--- config.mk ---
export PLATFORM = sky130hd
export DESIGN_NAME = fm_pan_mixer
export DESIGN_NICKNAME = d
export VERILOG_FILES = /design/src/rtl/fm_pan_mixer.sv
export SDC_FILE = /design/constraint.sdc
export NUM_CORES = 2
export LEC_CHECK = 0
export CAP_MARGIN = 20
export CORE_UTILIZATION = 60
export CTS_CLUSTER_DIAMETER = 40
export DETAILED_ROUTE_END_ITERATION = 16
export PLACE_DENSITY = 0.78
export REMOVE_ABC_BUFFERS = 1
export SLEW_MARGIN = 25
export SYNTH_ARGS = -nofsm -noshare
export SYNTH_HDL_FRONTEND = slang
export SYNTH_SLANG_ARGS = --single-unit
--- constraint.sdc ---
create_clock -name clk -period 6.99 [get_ports clk]
set_input_delay 1.0485 -clock clk [delete_from_list [all_inputs] [get_ports clk]]
set_output_delay 1.0485 -clock clk [all_outputs]
set_load 0.005 [all_outputs]
--- src/rtl/fm_pan_mixer.sv ---
// fm_pan_mixer: time-multiplexed equal-power stereo panner with per-channel
// pan smoothing. Three stages: S0 state read/step/write, S1 gain lookup,
// S2 multiply/shift into the output registers.
module fm_pan_mixer #(
    parameter int CHANNELS  = 8,
    parameter int SAMPLE_W  = 16,
    parameter int PAN_W     = 7,
    parameter int RAMP_STEP = 1,
    localparam int CH_W     = (CHANNELS > 1) ? $clog2(CHANNELS) : 1
) (
    input  logic                       clk,
    input  logic                       reset_n,
    input  logic                       pan_wr,
    input  logic [CH_W-1:0]            pan_ch,
    input  logic [PAN_W-1:0]           pan_val,
    input  logic                       in_valid,
    input  logic [CH_W-1:0]            in_ch,
    input  logic signed [SAMPLE_W-1:0] in_sample,
    output logic                       out_valid,
    output logic [CH_W-1:0]            out_ch,
    output logic [SAMPLE_W-1:0]        out_l,
    output logic [SAMPLE_W-1:0]        out_r,
    output logic [CHANNELS-1:0]        ramp_active
);
    localparam int NPOS = 1 << PAN_W;
    localparam logic [PAN_W-1:0] CENTRE = PAN_W'(1 << (PAN_W - 1));

    // Quarter-cosine gain, 1 = full left gain, NPOS-1 = zero; 0 is mute.
    function automatic logic [7:0] gain_f(input int p);
        real a;
        int  r;
        if (p <= 0 || p >= NPOS) return 8'd0;
        a = real'(p - 1) * 3.14159265358979 / (2.0 * real'(NPOS - 2));
        r = $rtoi(255.0 * $cos(a) + 0.5);
        if (r < 0)   r = 0;
        if (r > 255) r = 255;
        return 8'(r);
    endfunction

    // Move c toward t by at most RAMP_STEP without overshooting.
    function automatic logic [PAN_W-1:0] step_f(input logic [PAN_W-1:0] c,
                                                input logic [PAN_W-1:0] t);
        int ci;
        int ti;
        ci = int'(c);
        ti = int'(t);
        if (ti > ci)      ci = (ti - ci > RAMP_STEP) ? ci + RAMP_STEP : ti;
        else if (ci > ti) ci = (ci - ti > RAMP_STEP) ? ci - RAMP_STEP : ti;
        return PAN_W'(ci);
    endfunction

    logic [7:0] gtab [NPOS];
    for (genvar i = 0; i < NPOS; i++) begin : g_rom
        assign gtab[i] = gain_f(i);
    end

    logic [CHANNELS-1:0][PAN_W-1:0] cur_q, cur_d, tgt_q, tgt_d;
    logic [CHANNELS-1:0]            ramp_d, ramp_q;
    logic [PAN_W-1:0]               s0_pos;
    logic                           s0_hit;
    logic [2:0]                     vld_pipe_q;

    logic [CH_W-1:0]            s1_ch_q, s2_ch_q, out_ch_q;
    logic signed [SAMPLE_W-1:0] s1_smp_q, s2_smp_q;
    logic [PAN_W-1:0]           s1_pos_q, s1_neg;
    logic [7:0]                 s2_gl_q, s2_gr_q;
    logic signed [SAMPLE_W+8:0] prod_l, prod_r;
    logic [SAMPLE_W-1:0]        out_l_q, out_r_q;

    // S0: apply the pan write first (forwarded), then step the sampled channel.
    always_comb begin
        tgt_d  = tgt_q;
        cur_d  = cur_q;
        ramp_d = '0;
        s0_pos = '0;
        s0_hit = in_valid && (int'(in_ch) < CHANNELS);
        for (int n = 0; n < CHANNELS; n++) begin
            if (pan_wr && int'(pan_ch) == n) begin
                tgt_d[n] = pan_val;
                if (RAMP_STEP == 0 || pan_val == '0 || cur_q[n] == '0)
                    cur_d[n] = pan_val;
            end
            if (in_valid && int'(in_ch) == n) begin
                cur_d[n] = step_f(cur_d[n], tgt_d[n]);
                s0_pos   = cur_d[n];
            end
            ramp_d[n] = (cur_d[n] != tgt_d[n]);
        end
    end

    // S1 right gain index is 2^PAN_W - p; wraps to 0 (mute) when p = 0.
    assign s1_neg = '0 - s1_pos_q;

    // S2: full-width signed product, arithmetic shift by 8 is a bit select.
    assign prod_l = (SAMPLE_W+9)'(s2_smp_q) * (SAMPLE_W+9)'($signed({1'b0, s2_gl_q}));
    assign prod_r = (SAMPLE_W+9)'(s2_smp_q) * (SAMPLE_W+9)'($signed({1'b0, s2_gr_q}));

    // Channel state, pipeline valids and datapath registers.
    always_ff @(posedge clk) begin
        if (!reset_n) begin
            cur_q      <= {CHANNELS{CENTRE}};
            tgt_q      <= {CHANNELS{CENTRE}};
            ramp_q     <= '0;
            vld_pipe_q <= '0;
            s1_ch_q    <= '0;
            s1_smp_q   <= '0;
            s1_pos_q   <= '0;
            s2_ch_q    <= '0;
            s2_smp_q   <= '0;
            s2_gl_q    <= '0;
            s2_gr_q    <= '0;
            out_ch_q   <= '0;
            out_l_q    <= '0;
            out_r_q    <= '0;
        end else begin
            cur_q      <= cur_d;
            tgt_q      <= tgt_d;
            ramp_q     <= ramp_d;
            vld_pipe_q <= {vld_pipe_q[1:0], s0_hit};
            s1_ch_q    <= in_ch;
            s1_smp_q   <= in_sample;
            s1_pos_q   <= s0_pos;
            s2_ch_q    <= s1_ch_q;
            s2_smp_q   <= s1_smp_q;
            s2_gl_q    <= gtab[s1_pos_q];
            s2_gr_q    <= gtab[s1_neg];
            if (vld_pipe_q[1]) begin
                out_ch_q <= s2_ch_q;
                out_l_q  <= prod_l[SAMPLE_W+7:8];
                out_r_q  <= prod_r[SAMPLE_W+7:8];
            end
        end
    end

    assign out_valid   = vld_pipe_q[2];
    assign out_ch      = out_ch_q;
    assign out_l       = out_l_q;
    assign out_r       = out_r_q;
    assign ramp_active = ramp_q;
endmodule

==> results.md <==
- Status: finished, final reports clean
- Die Wd: 229.0 um
- Wire length per cell: between 15 and 20 um
- # hold bufs at CTS: 0
- Critical path launch point type: primary input
- Post-synth EDFFs: 0
- Diode count: 0
- Seq cells post-synth: ~220
- DIE HEIGHT: 229.0 um
- Pwr Total: approximately 8 mW
- Postcts setup bufs: 0
- Vias in the first global route: approximately 29000
- Post-Syn Instances: about 4000
- Kind of critical path: primary input to flip-flop
- Max Cap Violations: 0
- CTS tree: built
- Final Core Density: 68.35%
- Worst path max stage delay: approximately 0.73 ns
- RSZ-0062 raised after global routing: false
- Placed cell count: 4725
- Max FO, Critical Path: 11
- Worst-path cell chain: clkdlybuf4s50_1 -> nor4bb_2 -> nand3_1 -> a22o_1 -> buf_4 -> inv_1 -> ha_1 -> inv_1 -> fa_1 -> a211oi_1 -> nor2_1 -> o31ai_1 -> buf_4 -> a2111oi_4 -> nor2_1 -> mux2i_1 -> a21oi_1 -> a211oi_1 -> a21oi_1 -> xnor2_1 -> a41oi_1
- Async SR Flop Fraction: 0%
- Number of DRC markers in iteration 0: approximately 3100
- Global-route wire length before repair: about 160000 um
- GRT Residual Overflow: 0
- Initial core utilization: around three fifths
- Pleak: between 15 and 20 nW
- Number of max-slew violations in the final report: 0
- Num CTS Buffers: 45
- Sequential area share after synthesis: roughly 14%
- Highest Clock Rate: roughly 160 MHz
- Hold Vio Cnt, Final: 0
- # DRC: 0
- Worst setup EP type: flip-flop
- Row count: about 80
- Commonest cells after routing, fill and taps aside: 419 x inv_1, 359 x nor2_1, 356 x nand2_1
- Largest net degree at the start of global routing: just under 80
- Ys Warns: 0
- # fillers: 4311
- Core footprint: approximately 50000 sq um
- Port Buf Inserts: 76
- Avg Synthesized Cell Area: ~7.6 sq um
- Via Count: about 30000
- Total GRT Usage: a little over a third
- Final ANT Viol Nets: 0
- Period utilization: between 90% and 100%
- Worst skew pair latency: 0.60 ns
- Cell variety after synth: approximately 100
- Tmin final: roughly 6.4 ns
- TNS Setup: 0 ns
- Delay-heaviest family, CP: compound AO/OA/AOI/OAI gates
- CP Data Required Time: ~7.4 ns
- Commonest non-fill, non-tap cell in the layout: inv_1
- Hold Crit Class: flip-flop to flip-flop
- DP HPWL: 73090 um
- Slew @ Worst Pin: about 0.96 ns
- Final-stage net count: 4579
- Synth Flop Type: dfxtp_1
- Root Buffer: clkbuf_16
- IR drop worst, VDD: 191.6 uV
- Crit path DAT: between 6 and 7 ns
- Area growth, synth to finish: 11.64%
- Finished Layout Cells: 4808
- Clk sinks: ~220
- Slew HR: 34.98%
- Die ar.: roughly 52000 sq um
- RePlAce Congestion: between 0.9 and 1
- Worst Path Buf+Inv: 5
- Routed WL: between 90000 and 100000 um
- CP max-delay cell: clkdlybuf4s50_1
- IO Pins: slightly below 80
- Clock Skew: between 0.02 and 0.025 ns
- Clock Path Buffers: 3
- Worst Hold Slack: 0.4309 ns
- # setup viols final: 0
- Avg Vias per Cell: roughly 6.3
- Pwr Density: 235.4 nW/um^2
- CTS resizes: 0
- Share of cells above drive strength 1: 8.414%
- Initial antenna violation count: 1
- Synthesized area: slightly above 30000 sq um
- Clock slew at reported path FFs: 0.06 ns
- H-tree Lvls: 2
- Drt pass-1 iters: 6
[area by class of cell]
cell class | instances | area [sq um] | area share, %
flip-flops and latches | 219 | 4385 | 12.71
well taps | 672 | 840.8 | 2.437
multi-input cells | 3149 | 23980 | 69.50
clock inverters | 32 | 395.4 | 1.146
clock buffers | 51 | 1190 | 3.449
repair buffers | 253 | 2087 | 6.049
inverters | 432 | 1625 | 4.711
[kinds of logic after synthesis]
family | after synthesis | synth area share, %
and+or+nand+nor | 1353 | 21.41
AOI/OAI and AO/OA | 1016 | 22.23
buffers and inverters | 676 | 8.332
adders and majority gates | 449 | 23.33
DFF | 219 | 14.19
xor gates and xnor gates | 168 | 4.785
muxes | 163 | 5.729
[routing by layer]
| metal | track usage (%) | wire (um) | vias to the layer above |
|---|---|---|---|
| met3 | 5.165 | 6634 | 245 |
| met5 | 0 | 17 | - |
| met4 | 15.35 | 3947 | 2 |
| met1 | 47.83 | 40780 | 14480 |
| met2 | 59.53 | 44410 | 1336 |
| li1 | - | - | 14160 |
[Yosys cell counts, types with 19 or more instances]
| master | n | area share (%) |
|---|---|---|
| inv_1 | 420 | 5.1 |
| nor2_1 | 359 | 4.4 |
| nand2_1 | 356 | 4.3 |
| a21oi_1 | 240 | 3.9 |
| ha_1 | 233 | 9.4 |
| and2_1 | 224 | 4.5 |
| dfxtp_1 | 219 | 14 |
| fa_1 | 213 | 14 |
| clkbuf_1 | 204 | 2.5 |
| o21ai_0 | 199 | 3.2 |
| mux2i_1 | 124 | 4.0 |
| xnor2_1 | 123 | 3.5 |
| nand3_1 | 107 | 1.7 |
| nor3_1 | 74 | 1.2 |
| a211oi_1 | 71 | 1.7 |
| o211ai_1 | 62 | 1.5 |
| xor2_1 | 44 | 1.2 |
| a21o_1 | 43 | 1.0 |
| o21a_1 | 42 | 1.0 |
| nand4_1 | 36 | 0.73 |
| mux2_2 | 30 | 1.1 |
| a31oi_1 | 28 | 0.57 |
| or3_1 | 28 | 0.57 |
| nor2b_1 | 26 | 0.53 |
| o22ai_1 | 26 | 0.53 |
| nor4_1 | 23 | 0.47 |
| o31ai_1 | 22 | 0.53 |
| and3_1 | 20 | 0.40 |
| a211o_1 | 19 | 0.54 |
| buf_1 | 19 | 0.23 |
| nand2b_1 | 19 | 0.38 |
[sequential cells by signal, indices dropped and copies added, names as in the netlist]
register     flops
s1_pos_q         7
out_r           16
out_ch           3
s2_gr_q          8
s2_gl_q          8
s2_smp_q        16
s2_ch_q          3
tgt_q           56
cur_q           56
s1_smp_q        16
s1_ch_q          3
ramp_active      8
out_l           16
vld_pipe_q       3
[stage by stage]
step	area (sq um)	setup slack (ns)
2_1_floorplan	29950	-0.05931
3_3_place_gp	32920	0.2150
3_5_place_dp	32920	0.2271
4_1_cts	34500	0.8233
5_1_grt	34500	0.2665
6_report	34500	0.6290
[report_power, final]
group	internal [mW]	total (mW)	leakage, nW	switching (mW)
logic	1.72	4.29	12.9	2.57
clock network	1.38	2.24	0.762	0.854
registers	1.35	1.60	1.79	0.243
total	4.45	8.12	15.4	3.67
[worst paths after layout]
kind,startpoint,endpoint,slack [ns],cells past startpoint
worst max register to register,s2_gr_q[0],out_r[14],0.85,20
worst max-delay path,pan_wr,ramp_active[2],0.63,21
worst min-delay path,s1_smp_q[1],s2_smp_q[1],0.43,1
worst min register to register,s1_smp_q[1],s2_smp_q[1],0.43,1
Power figures use the tool's default switching activity.
==> edit, RTL diff (same flow settings) <==
Set the parameter `SAMPLE_W` to 14 (it was 16).
--- a/src/rtl/fm_pan_mixer.sv
+++ b/src/rtl/fm_pan_mixer.sv
@@ -3,7 +3,7 @@
 // S2 multiply/shift into the output registers.
 module fm_pan_mixer #(
     parameter int CHANNELS  = 8,
-    parameter int SAMPLE_W  = 16,
+    parameter int SAMPLE_W  = 14,
     parameter int PAN_W     = 7,
     parameter int RAMP_STEP = 1,
     localparam int CH_W     = (CHANNELS > 1) ? $clog2(CHANNELS) : 1
Interface: changed (resized in_sample, out_l and out_r); port bits go from 77 to 71. The function was not compared with the original's and may differ.
==> edit against the unedited design <==
  * Area after synthesis is 3.0% lower
  * Die area is 3.0% lower
  * Sequential power is 4% lower
  * Register-to-register slack better by 0.31 ns
  * Core utilization hardly changed
  * Critical path depth stayed put
  * Power is 2.0% higher
  * Wire length is 1.5% lower
  * Sequential cell count is 8 lower
  * Synthesized cell count is 1.5% lower
  * Design area is 2.6% lower
  * Worst setup slack worse by 0.23 ns
  * Via count is 0.96% lower
==> edit: results (changes against the unedited design) <==
stage;metric;value;unit;change
run_status;status;finished, final reports clean;;
drt;wl_met1;37900;um;-7.0%
setup_path;critPathSlowestCell;clkdlybuf4s50_1;;
place;pre_cts_ws;0.0607;ns;-0.166 ns
global_routing;grt_pass1_vias;28400;;-2.6%
final_layout;diodes;0;;unchanged
synthesis;synth_xor_area_share;4.98;%;+0.20 points
setup_path;arrival;7.04;ns;+0.22 ns
global_routing;met2_usage;60.1;%;+0.61 points
synthesis;synth_mux_area_share;4.57;%;-1.2 points
sta;clock_skew;0.0370;ns;+0.0126 ns
synthesis;synth_compound_area_share;23.6;%;+1.4 points
power_and_ir_drop;power_leakage;14.9;nW;-3.2%
drt;first_iter_violations;3266;;+4.3%
final_layout;drive_gt1_share;9.42;%;+1.0 points
drt;num_vias;29900;;-0.96%
drt;wl;94400;um;-1.5%
clock_tree;post-cts-setup-buffer-count;0;;unchanged
place;gp_congestion;1.00;;+0.68%
clock_tree;clk_latency;0.60;ns;about the same
setup_path;cpPeakStageDelay;0.83;ns;+0.10 ns
synthesis;ys_top_cells_by_count;inv_1, nor2_1, nand2_1;;
synthesis;synthDistinctLibCells;108;;+3.8%
sta;slew_headroom;31.5;%;-3.5 points
place;place_inst;4663;;-1.3%
place;port_buffers;70;;-7.9%
drt;met3_length;8210;um;+24%
setup_path;cp_top_family;simple AND/OR/NAND/NOR gates;;
global_routing;grt_pass1_wl;151000;um;-3.0%
place;placed_area;0.0320;mm^2;-2.7%
power_and_ir_drop;irDropWorstVdd;182;uV;-5.0%
global_routing;grt_util_all_layers;36.9;%;+0.60 points
setup_path;crit_fanout;16;;+5
global_routing;busiest_layer;met2;;
final_layout;final_nets;4492;;-1.9%
synthesis;synth_area_per_cell;7.53;um^2;-1.5%
global_routing;use_met3;5.41;%;+0.25 points
global_routing;grtUsageMet1;47.4;%;-0.44 points
clock_tree;cts-buffers-inserted;46;;+2.2%
synthesis;synth_edf_count;0;;unchanged
clock_tree;cts-root-buf;clkbuf_16;;
global_routing;grt_max_degree;89;;+13%
synthesis;synth.area.top_cells;dfxtp_1, fa_1, ha_1, inv_1, a21oi_1;;
synthesis;ys_seq_area_share;14.1;%;-0.094 points
drt;wl_per_cell;19.9;um;-0.26%
final_layout;fillers;4144;;-3.9%
clock_tree;path_clk_slew;0.05;ns;
synthesis;ys_async_sr_fraction;0;%;unchanged
drt;wl_met2;43100;um;-2.9%
drt;dr.pass1.iters;9;;+3
place;dp.final_hpwl;70900;um;-2.9%
synthesis;synth_fa_ha_area_share;22.2;%;-1.1 points
-- edit: worst paths after layout --
check                            startpoint  slack [ns]     endpoint  cells after the start
worst max register to register  s2_smp_q[5]        1.16    out_r[13]                     20
worst min register to register  s1_smp_q[2]        0.42  s2_smp_q[2]                      1
worst min-delay path            s1_smp_q[2]        0.42  s2_smp_q[2]                      1
worst max-delay path              pan_ch[1]        0.40  s1_pos_q[2]                     21
-- edit: cell type report --
type	instances	area (um^2)	share of cell area [%]
repair buffers	260	2160	6.44
flip-flops and latches	211	4230	12.6
well taps	664	831	2.47
inverters	401	1510	4.49
clock inverters	32	304	0.905
multi-input cells	3127	23300	69.4
clock buffers	54	1240	3.70
-- edit: power by group --
part / switching [mW] / total [mW] / internal [mW]
clock: 0.806 / 2.17 / 1.37
combinational: 2.68 / 4.57 / 1.90
sequential: 0.225 / 1.54 / 1.31
